### src/rtl/tdc_sequencer_if.sv
// Result-record channel between tdc_sequencer and the host/UART side.
//   master : producer (tdc_sequencer) drives res_valid and the record fields
//   slave  : consumer drives res_ready; a record transfers on res_valid && res_ready
// The record fields hold steady for as long as res_valid is high.
interface tdc_sequencer_if #(
    parameter int CNT_W  = 8,
    parameter int MEAS_W = 40,
    parameter int SUM_W  = 48
);
    logic              res_valid;
    logic              res_ready;
    logic [SUM_W-1:0]  res_sum;
    logic [MEAS_W-1:0] res_min;
    logic [MEAS_W-1:0] res_max;
    logic [CNT_W-1:0]  res_ok;
    logic [CNT_W-1:0]  res_tmo;
    logic              res_stopped;

    modport master (
        output res_valid, res_sum, res_min, res_max, res_ok, res_tmo, res_stopped,
        input  res_ready
    );

    modport slave (
        input  res_valid, res_sum, res_min, res_max, res_ok, res_tmo, res_stopped,
        output res_ready
    );
endinterface

### src/rtl/tdc_sequencer.sv
// tdc_sequencer: run controller for tdc_core.
// Arms the core once per shot, supervises each shot with a timeout, aborts a
// hung core and accumulates sum/min/max/ok/timeout counts. One result record
// per run is offered on the res channel.
// Ports:
//   clk, rst        clock and synchronous active-high reset
//   start, stop     run control pulses from the host command decoder
//   cfg_shots       shots per run (0 behaves as 1), sampled on start
//   cfg_timeout     per-shot timeout in clk cycles (0 = none), sampled on start
//   tdc_arm         one-cycle arm pulse to tdc_core
//   tdc_abort       ABORT_LEN-cycle abort pulse (ORed into the core reset upstream)
//   meas_in/valid   measurement from tdc_core
//   busy            high whenever not IDLE
//   res             result record channel (master side)
module tdc_sequencer #(
    parameter int CNT_W     = 8,
    parameter int TMO_W     = 28,
    parameter int MEAS_W    = 40,
    parameter int SUM_W     = 48,
    parameter int ABORT_LEN = 2
) (
    input  logic              clk,
    input  logic              rst,
    input  logic              start,
    input  logic              stop,
    input  logic [CNT_W-1:0]  cfg_shots,
    input  logic [TMO_W-1:0]  cfg_timeout,
    output logic              tdc_arm,
    output logic              tdc_abort,
    input  logic [MEAS_W-1:0] meas_in,
    input  logic              meas_valid,
    output logic              busy,
    tdc_sequencer_if.master   res
);
    localparam int AC_W = (ABORT_LEN > 1) ? $clog2(ABORT_LEN) : 1;

    typedef enum logic [2:0] {IDLE, ARM, WAIT, ABORT, REPORT} state_t;

    state_t            state_q, state_d;
    logic [CNT_W-1:0]  shots_q, shots_d;
    logic [TMO_W-1:0]  tmo_cfg_q, tmo_cfg_d;
    logic [TMO_W-1:0]  timer_q, timer_d;
    logic [SUM_W-1:0]  sum_q, sum_d;
    logic [MEAS_W-1:0] min_q, min_d;
    logic [MEAS_W-1:0] max_q, max_d;
    logic [CNT_W-1:0]  ok_q, ok_d;
    logic [CNT_W-1:0]  tmo_q, tmo_d;
    logic [CNT_W-1:0]  att_q, att_d;
    logic              stopped_q, stopped_d;
    logic [AC_W-1:0]   abort_cnt_q, abort_cnt_d;

    logic [TMO_W-1:0]  timer_inc;
    logic              last_shot;
    logic              timed_out;

    // The timer is cleared on every entry into ARM, so it reads 0 in the arm
    // cycle and counts cycles since the arm pulse. The timeout therefore fires
    // (abort begins) exactly cfg_timeout cycles after the arm pulse.
    assign timer_inc = (timer_q == {TMO_W{1'b1}}) ? timer_q : timer_q + TMO_W'(1);
    assign last_shot = (att_q + CNT_W'(1)) == shots_q;
    // '>=' rather than '==' so cfg_timeout==1 still fires (timer is already 1 in WAIT).
    assign timed_out = (tmo_cfg_q != '0) && (timer_q >= tmo_cfg_q - TMO_W'(1));

    always_ff @(posedge clk) begin
        if (rst) begin
            state_q     <= IDLE;
            shots_q     <= '0;
            tmo_cfg_q   <= '0;
            timer_q     <= '0;
            sum_q       <= '0;
            min_q       <= '1;
            max_q       <= '0;
            ok_q        <= '0;
            tmo_q       <= '0;
            att_q       <= '0;
            stopped_q   <= 1'b0;
            abort_cnt_q <= '0;
        end else begin
            state_q     <= state_d;
            shots_q     <= shots_d;
            tmo_cfg_q   <= tmo_cfg_d;
            timer_q     <= timer_d;
            sum_q       <= sum_d;
            min_q       <= min_d;
            max_q       <= max_d;
            ok_q        <= ok_d;
            tmo_q       <= tmo_d;
            att_q       <= att_d;
            stopped_q   <= stopped_d;
            abort_cnt_q <= abort_cnt_d;
        end
    end

    always_comb begin
        state_d     = state_q;
        shots_d     = shots_q;
        tmo_cfg_d   = tmo_cfg_q;
        timer_d     = timer_q;
        sum_d       = sum_q;
        min_d       = min_q;
        max_d       = max_q;
        ok_d        = ok_q;
        tmo_d       = tmo_q;
        att_d       = att_q;
        stopped_d   = stopped_q;
        abort_cnt_d = '0;

        case (state_q)
            IDLE: begin
                if (start) begin
                    shots_d   = (cfg_shots == '0) ? CNT_W'(1) : cfg_shots;
                    tmo_cfg_d = cfg_timeout;
                    sum_d     = '0;
                    min_d     = '1;
                    max_d     = '0;
                    ok_d      = '0;
                    tmo_d     = '0;
                    att_d     = '0;
                    stopped_d = 1'b0;
                    timer_d   = '0;
                    state_d   = ARM;
                end
            end
            ARM: begin
                timer_d = timer_inc;
                if (stop) begin
                    // The core has just been armed, so it must be aborted.
                    stopped_d = 1'b1;
                    state_d   = ABORT;
                end else begin
                    state_d = WAIT;
                end
            end
            WAIT: begin
                timer_d = timer_inc;
                if (meas_valid) begin
                    // A measurement beats both stop and a coincident timeout.
                    sum_d = sum_q + SUM_W'(meas_in);
                    if (meas_in < min_q) min_d = meas_in;
                    if (meas_in > max_q) max_d = meas_in;
                    ok_d  = ok_q + CNT_W'(1);
                    att_d = att_q + CNT_W'(1);
                    if (stop) begin
                        stopped_d = 1'b1;
                        state_d   = ABORT;
                    end else if (last_shot) begin
                        state_d = REPORT;
                    end else begin
                        timer_d = '0;
                        state_d = ARM;
                    end
                end else if (stop) begin
                    stopped_d = 1'b1;
                    state_d   = ABORT;
                end else if (timed_out) begin
                    tmo_d   = tmo_q + CNT_W'(1);
                    att_d   = att_q + CNT_W'(1);
                    state_d = ABORT;
                end
            end
            ABORT: begin
                if (stop) stopped_d = 1'b1;
                if (abort_cnt_q == AC_W'(ABORT_LEN - 1)) begin
                    if (stopped_q || stop || (att_q == shots_q)) begin
                        state_d = REPORT;
                    end else begin
                        timer_d = '0;
                        state_d = ARM;
                    end
                end else begin
                    abort_cnt_d = abort_cnt_q + AC_W'(1);
                end
            end
            REPORT: begin
                if (res.res_ready) state_d = IDLE;
            end
            default: state_d = IDLE;
        endcase
    end

    assign tdc_arm         = (state_q == ARM);
    assign tdc_abort       = (state_q == ABORT);
    assign busy            = (state_q != IDLE);
    assign res.res_valid   = (state_q == REPORT);
    assign res.res_sum     = sum_q;
    assign res.res_min     = min_q;
    assign res.res_max     = max_q;
    assign res.res_ok      = ok_q;
    assign res.res_tmo     = tmo_q;
    assign res.res_stopped = stopped_q;
endmodule
### src/flat_wrapper.sv
// flat-port wrapper written by rule: the top's interface ports become plain ports
module tdc_sequencer_flat 
#(
    parameter int CNT_W     = 8,
    parameter int TMO_W     = 28,
    parameter int MEAS_W    = 40,
    parameter int SUM_W     = 48,
    parameter int ABORT_LEN = 2
)
  (clk, rst, start, stop, cfg_shots, cfg_timeout, tdc_arm, tdc_abort, meas_in, meas_valid, busy, res_res_valid, res_res_sum, res_res_min, res_res_max, res_res_ok, res_res_tmo, res_res_stopped, res_res_ready);
  tdc_sequencer_if #(.CNT_W(CNT_W), .MEAS_W(MEAS_W), .SUM_W(SUM_W)) res_i ();
  input  logic clk;
  input  logic rst;
  input  logic start;
  input  logic stop;
  input  logic [CNT_W-1:0] cfg_shots;
  input  logic [TMO_W-1:0] cfg_timeout;
  output logic tdc_arm;
  output logic tdc_abort;
  input  logic [MEAS_W-1:0] meas_in;
  input  logic meas_valid;
  output logic busy;
  output wire logic [$bits(res_i.res_valid)-1:0] res_res_valid;
  output wire logic [$bits(res_i.res_sum)-1:0] res_res_sum;
  output wire logic [$bits(res_i.res_min)-1:0] res_res_min;
  output wire logic [$bits(res_i.res_max)-1:0] res_res_max;
  output wire logic [$bits(res_i.res_ok)-1:0] res_res_ok;
  output wire logic [$bits(res_i.res_tmo)-1:0] res_res_tmo;
  output wire logic [$bits(res_i.res_stopped)-1:0] res_res_stopped;
  input wire logic [$bits(res_i.res_ready)-1:0] res_res_ready;
  assign res_res_valid = res_i.res_valid;
  assign res_res_sum = res_i.res_sum;
  assign res_res_min = res_i.res_min;
  assign res_res_max = res_i.res_max;
  assign res_res_ok = res_i.res_ok;
  assign res_res_tmo = res_i.res_tmo;
  assign res_res_stopped = res_i.res_stopped;
  assign res_i.res_ready = res_res_ready;
  tdc_sequencer #(.CNT_W(CNT_W), .TMO_W(TMO_W), .MEAS_W(MEAS_W), .SUM_W(SUM_W), .ABORT_LEN(ABORT_LEN)) u_core (.clk(clk), .rst(rst), .start(start), .stop(stop), .cfg_shots(cfg_shots), .cfg_timeout(cfg_timeout), .tdc_arm(tdc_arm), .tdc_abort(tdc_abort), .meas_in(meas_in), .meas_valid(meas_valid), .busy(busy), .res(res_i));
endmodule
### config.mk
export PLATFORM = sky130hd
export DESIGN_NAME = tdc_sequencer_flat
export DESIGN_NICKNAME = d
export VERILOG_FILES = /design/src/rtl/tdc_sequencer_if.sv /design/src/rtl/tdc_sequencer.sv /design/src/flat_wrapper.sv
export SDC_FILE = /design/constraint.sdc
export NUM_CORES = 1
export LEC_CHECK = 0
export BUFFER_PORTS_ARGS = -buffer_cell sky130_fd_sc_hd__buf_4
export CAP_MARGIN = 20
export CORE_MARGIN = 2
export CORE_UTILIZATION = 54
export DETAILED_ROUTE_END_ITERATION = 8
export HOLD_SLACK_MARGIN = 0.15
export MAX_ROUTING_LAYER = met4
export PLACE_DENSITY = 0.77
export SETUP_SLACK_MARGIN = 0.1
export SYNTH_ARGS = -nofsm -noshare
export SYNTH_HDL_FRONTEND = slang
export SYNTH_SLANG_ARGS = --single-unit
### constraint.sdc
create_clock -name clk -period 6.45 [get_ports clk]
set_input_delay 0.9675 -clock clk [delete_from_list [all_inputs] [get_ports clk]]
set_output_delay 0.9675 -clock clk [all_outputs]
set_load 0.01 [all_outputs]
* Word-level counts from Yosys, hierarchy flattened
Index checks and enable logic that the tools add are counted.
** Word-level totals
- Logic and storage cells :: 110
- Output and inout port bits :: 149
- Input port bits :: 82
- Register bits after elaboration :: 221
** Cells by class
- Add/sub/neg operators :: 7
- Eq/ne operators :: 21
- Bitwise logic cells :: 1
- Reductions and logical operators :: 21
- $lt $le $gt $ge :: 3
- Multiplexer cells :: 45
** Operators with widths (number)
- $mux W40 :: 6
- $mux W28 :: 7
- $pmux W40 S2 :: 2
- $pmux W28 S4 :: 1
- $mux W48 :: 2
- $pmux W48 S2 :: 1
- $mux W8 :: 9
- $add A48 B40 Y48 :: 1
- $pmux W8 S2 :: 3
- $gt A40 B40 Y1 :: 1
- $lt A40 B40 Y1 :: 1
- $add A28 B1 Y28 const B :: 1
- $eq A28 B28 Y1 const B :: 1
- $ge A28 B28 Y1 :: 1
- $reduce_bool A28 Y1 :: 1
- $sub A28 B1 Y28 const B :: 1
- $mux W3 :: 9
- $add A8 B1 Y8 const B :: 3
- $reduce_and A4 Y1 :: 5
- $eq A8 B8 Y1 :: 2
- $pmux W3 S5 :: 1
- $ne A2 B1 Y1 const B :: 6
- $ne A2 B2 Y1 const B :: 5
- $logic_not A8 Y1 :: 1
- 20 further kinds :: 27

* Logic depth before layout (Yosys ltp)
- Depth in word-level cells :: 7
- Gate-level depth with buffers :: 17
- Gate-level depth less buffers :: 16

* Worst setup path before layout
No wires, ideal clock.
- Path type :: register -> register
- Start :: register u_core.tmo_cfg_q[18]
- End :: register u_core.att_q[0]
- Buffers on the path :: 0
- Setup slack :: 2722 ps
- Period minus slack after synthesis :: 3728 ps
- Arrival time :: 3608 ps
- Data required time :: 6329 ps
- Cell stages (with the launch flop) :: 16
- Library setup time :: 121 ps
- Cell sequence :: dfxtp_1 -> or4_4 -> or3_1 -> or3_1 -> or2_4 -> nor2_1 -> xnor2_1 -> ha_1 -> nand4_1 -> nor3_1 -> o21ai_0 -> nor2_1 -> a211oi_1 -> or2_1 -> o31a_1 -> mux2_2
** Between the ends
- Word-level cells in the longest chain between the ends :: 5
- Elaborated cells on any way between the ends :: 6
- Classes of those cells :: 1 x add/sub; 1 x order compare; 1 x eq/ne; 3 x reduce/logical
** RTL lines
- from (decl) :: line tdc_sequencer.sv:41 : logic [TMO_W-1:0] tmo_cfg_q, tmo_cfg_d;
- from (signal assigned) :: line tdc_sequencer.sv:81 : tmo_cfg_q <= tmo_cfg_d;
- $sub A28 B1 Y28 :: line tdc_sequencer.sv:62 : assign timed_out = (tmo_cfg_q != '0) && (timer_q >= tmo_cfg_q - TMO_W'(1));
- $ge A28 B28 Y1 :: line tdc_sequencer.sv:62
- $logic_and A1 B1 Y1 (*) :: line tdc_sequencer.sv:62
- $ne A3 B2 Y1 (no line) (*)
- $reduce_and A4 Y1 (no line) (*)
- to (signal assigned) :: line tdc_sequencer.sv:88 : att_q <= att_d;
- to (decl) :: line tdc_sequencer.sv:48 : logic [CNT_W-1:0] att_q, att_d;
Every way passes the cells marked *; elsewhere a longest branch is shown, timed or not.
A chain may end at the register's enable or synchronous reset.

* Final worst setup path
- Start :: register u_core.tmo_cfg_q[18]
- End :: register u_core.tmo_q[0] (netlist: u_core.res.res_tmo[0])
** Between the ends
- Word-level cells in the longest chain between the ends :: 5
- Elaborated cells on any way between the ends :: 6
- Classes of those cells :: 1 x add/sub; 1 x order compare; 1 x eq/ne; 3 x reduce/logical
** RTL lines
- $sub A28 B1 Y28 :: line tdc_sequencer.sv:62
- $ge A28 B28 Y1 :: line tdc_sequencer.sv:62
- $logic_and A1 B1 Y1 (*) :: line tdc_sequencer.sv:62
- $ne A2 B1 Y1 (no line) (*)
- $reduce_and A5 Y1 (no line) (*)
- to (signal assigned) :: line tdc_sequencer.sv:87 : tmo_q <= tmo_d;
- to (decl) :: line tdc_sequencer.sv:47 : logic [CNT_W-1:0] tmo_q, tmo_d;
Marks and branches as above.

==> run metrics <==
biggest area contributors in the synthesized netlist sky130_fd_sc_hd__dfxtp_1, sky130_fd_sc_hd__ha_1, sky130_fd_sc_hd__nor2_1; worst slew margin relative to its limit a little over a third; vias in the first global route 12.7k; Max Fclk around 230 MHz; kind of end point of the critical path flop; synthesis warning total 0; CP Launch Type flop; Worst R2R Path Depth 15; RR Startpoint u_core.tmo_cfg_q[18]; number of vias after detailed routing roughly 13k; total negative slack 0 ns; leakage power total approximately 7.9 nW; mean area per synthesized cell 8.17 µm²; fraction of layout cells with a size suffix above 1 roughly 16%; cell accounting for the most synthesized area sky130_fd_sc_hd__dfxtp_1; CP max stage cell sky130_fd_sc_hd__or4_4; post-route antenna net violation count 0; Reg clk slew, reported paths roughly 0.060 ns; Critical Path Most Common Cell sky130_fd_sc_hd__nor3_1; total area of multi-input combinational cells around 9000 µm²; Seq/Total Area, Yosys a little under a third; clock tree buffer depth 3; number of fillers in the final layout 2,076; buffers added on ports 230; capturing instance or port of the critical path u_core.res.res_tmo[0]; max-slew violation count 0; Core Area 25,200 µm²; Final Cell Area between 15,000 and 20,000 µm²; Critical Path, Cell by Cell or4_4 > or3_1 > or3_1 > or2_4 > nor2_1 > xnor2_1 > ha_1 > nand4_1 > nor3_1 > o21ai_0 > nor2_1 > a211oi_1 > nor3_1 > nor3_1 > mux2_2; sequential cell area 4420 µm²; Crit. Startpoint u_core.tmo_cfg_q[18]; GRT Total Usage 29.4%; arrival time worst endpoint 4.74 ns; RSZ-0062 raised after global routing false; result of the run finished, final reports clean; cell family contributing the most delay on the critical path simple AND/OR/NAND/NOR gates; clock latency reported for the late side of the worst-skew pair about 0.54 ns; Final Routed Wirelength 39,200 µm; routed wirelength normalized by instance count 17.4 µm; final std cells w/o fill 2,252; Mapped Area between 10,000 and 15,000 µm²; top-area cell type share of the netlist area around a third; Post-Syn Nets 1,934; commonest cells after routing, fill and taps aside sky130_fd_sc_hd__buf_4, sky130_fd_sc_hd__dfxtp_1, sky130_fd_sc_hd__nor2_1; first-pass GRT wire length 62,900 µm; count of unique library cells instantiated by Yosys 71; hold buffers post-CTS 0; count of buffers added by post-CTS timing repair for setup 0; CTS tree built; number of sinks driven by the clock tree 221; maximum level of the CTS H-tree 1; data required time of the worst path 6.87 ns; final period demand of the worst path 4.32 ns; CP bufs+invs 0; Chip Height 164 µm; number of remaining DRC errors 0; initial detailed-routing violation count 688; Post-synth top flop sky130_fd_sc_hd__dfxtp_1; global route overflow 0; Placement Cell Area 15,900 µm²; clock buffer count from CTS 26; number of placement rows 58; final setup fails 0; die area between 20,000 and 30,000 µm²; reg2reg setup slack 2.13 ns; overall die width 164 µm; path length in cells of the critical path 15; total I/O pin count 231; delay contributed by the slowest stage of the critical path about 0.57 ns; dpl hpwl roughly 29,000 µm; crit path max fanout 6; hold violation count in the final report 0; share of the clock period used by the worst path about two thirds; Crit Reg-Reg Endpoint u_core.res.res_tmo[0]; Routability Congestion 0.936; largest net degree at the start of global routing 86; number of gates resized after cts 0; effective utilization at floorplan between 50% and 60%; layout overhead on the synthesized area 21.3%; Root Buffer Master sky130_fd_sc_hd__clkbuf_16; Cells after Synth 1,699; Fin Clk Skew 0.00751 ns; maximum capacitance violations 0; total instance count after detailed placement approximately 2.2k; number of antenna violations at the first check in global routing 1; type of the worst setup path reg2reg; Post-synth EDFFs 0; share of async-settable or async-resettable flops after synthesis 0%; Final #Nets 2,136; actual transition at the worst max-transition pin ~0.95 ns; total power around 4.2 mW; Peak VDD IR between 0.2 and 0.3 mV; number of search-and-repair iterations in the first detailed-routing pass 5; commonest non-fill, non-tap cell in the layout sky130_fd_sc_hd__buf_4; minimum hold slack 0.467 ns; class of the worst hold path reg2reg; number of synthesized register bits between 200 and 250; mean number of vias per cell 5.80; pwr/cell area 248 nW/µm²
==> routing by layer <==
metal	routed length, µm	global-route usage [%]	vias up	share of wire, %
met5	0	-	-	0
met4	810	6.86	0	2.1
met3	2350	5.10	56	6.0
met2	18900	50.4	304	48
met1	17100	35.9	6226	44
li1	-	-	6473	-
==> Yosys cell counts (43+ instances only) <==
library cell / count
sky130_fd_sc_hd__ha_1: 152
sky130_fd_sc_hd__nand2_1: 163
sky130_fd_sc_hd__xnor2_1: 64
sky130_fd_sc_hd__nor2_1: 189
sky130_fd_sc_hd__a21oi_1: 133
sky130_fd_sc_hd__a21o_1: 51
sky130_fd_sc_hd__clkbuf_1: 61
sky130_fd_sc_hd__nand3_1: 59
sky130_fd_sc_hd__mux2i_1: 44
sky130_fd_sc_hd__xor2_1: 43
sky130_fd_sc_hd__dfxtp_1: 221
sky130_fd_sc_hd__inv_1: 103
sky130_fd_sc_hd__o21ai_0: 47
==> metrics by stage <==
step | setup slack (ns) | util (%)
3_3_place_gp | 2.18 | 63.1
3_5_place_dp | 2.15 | 63.1
5_1_grt | 1.65 | 66.9
6_report | 2.13 | 66.9
2_1_floorplan | 2.72 | -
4_1_cts | 2.12 | 66.8
==> power by group <==
part | switching (mW) | internal [mW]
Combinational | 0.625 | 0.412
Sequential | 0.0815 | 1.43
Clock | 0.605 | 1.02
==> worst min path at each step <==
stage                     slack (ns)  cells past startpoint                end               from
final                           0.47                      2  u_core.shots_q[6]  u_core.shots_q[6]
after global routing            0.50                      2  u_core.shots_q[6]  u_core.shots_q[6]
after CTS                       0.47                      2  u_core.shots_q[6]  u_core.shots_q[6]
after detailed placement        0.46                      2  u_core.shots_q[6]  u_core.shots_q[6]
after global placement          0.46                      2  u_core.shots_q[6]  u_core.shots_q[6]
after floorplan                 0.45                      2  u_core.shots_q[6]  u_core.shots_q[6]
==> registers in the layout, summed over array words and instances, names as in the netlist <==
name / count
u_core.timer_q: 28
u_core.shots_q: 8
u_core.res.res_ok: 8
u_core.state_q: 3
u_core.att_q: 8
u_core.abort_cnt_q: 1
u_core.res.res_sum: 48
u_core.res.res_stopped: 1
u_core.tmo_cfg_q: 28
u_core.res.res_min: 40
u_core.res.res_max: 40
u_core.res.res_tmo: 8
==> worst reg2reg max path: cells and delay by family (launching register included) <==
family,cells,cell delay (ns)
muxes,1,0.29
AOI/OAI and AO/OA,2,0.30
adders and majority gates,1,0.30
and+or+nand+nor,10,2.87
DFF,1,0.36
xor gates and xnor gates,1,0.08
==> kinds of logic (layout without fill, tap and decap cells) <==
kind of cell	count (synthesis)	count (layout)	share of synthesized area (%)
compound gates	395	395	19.0
xor+xnor	107	107	6.75
fa+ha+maj	153	153	13.8
buf+inv	173	395	4.71
flops	221	221	31.9
mux	48	48	3.50
other cells	0	1	0
simple gates	602	602	20.3
==> layout make-up <==
cell class	instances	share of cell area (%)
tap	330	2.45
timing repair buffer	244	10.9
clock buffer	32	4.42
inverter	103	2.30
multi-input combinational	1305	52.4
sequential	221	26.3
antenna	1	0.0149
clock inverter	16	1.24
(Power assumes the default switching activity.)
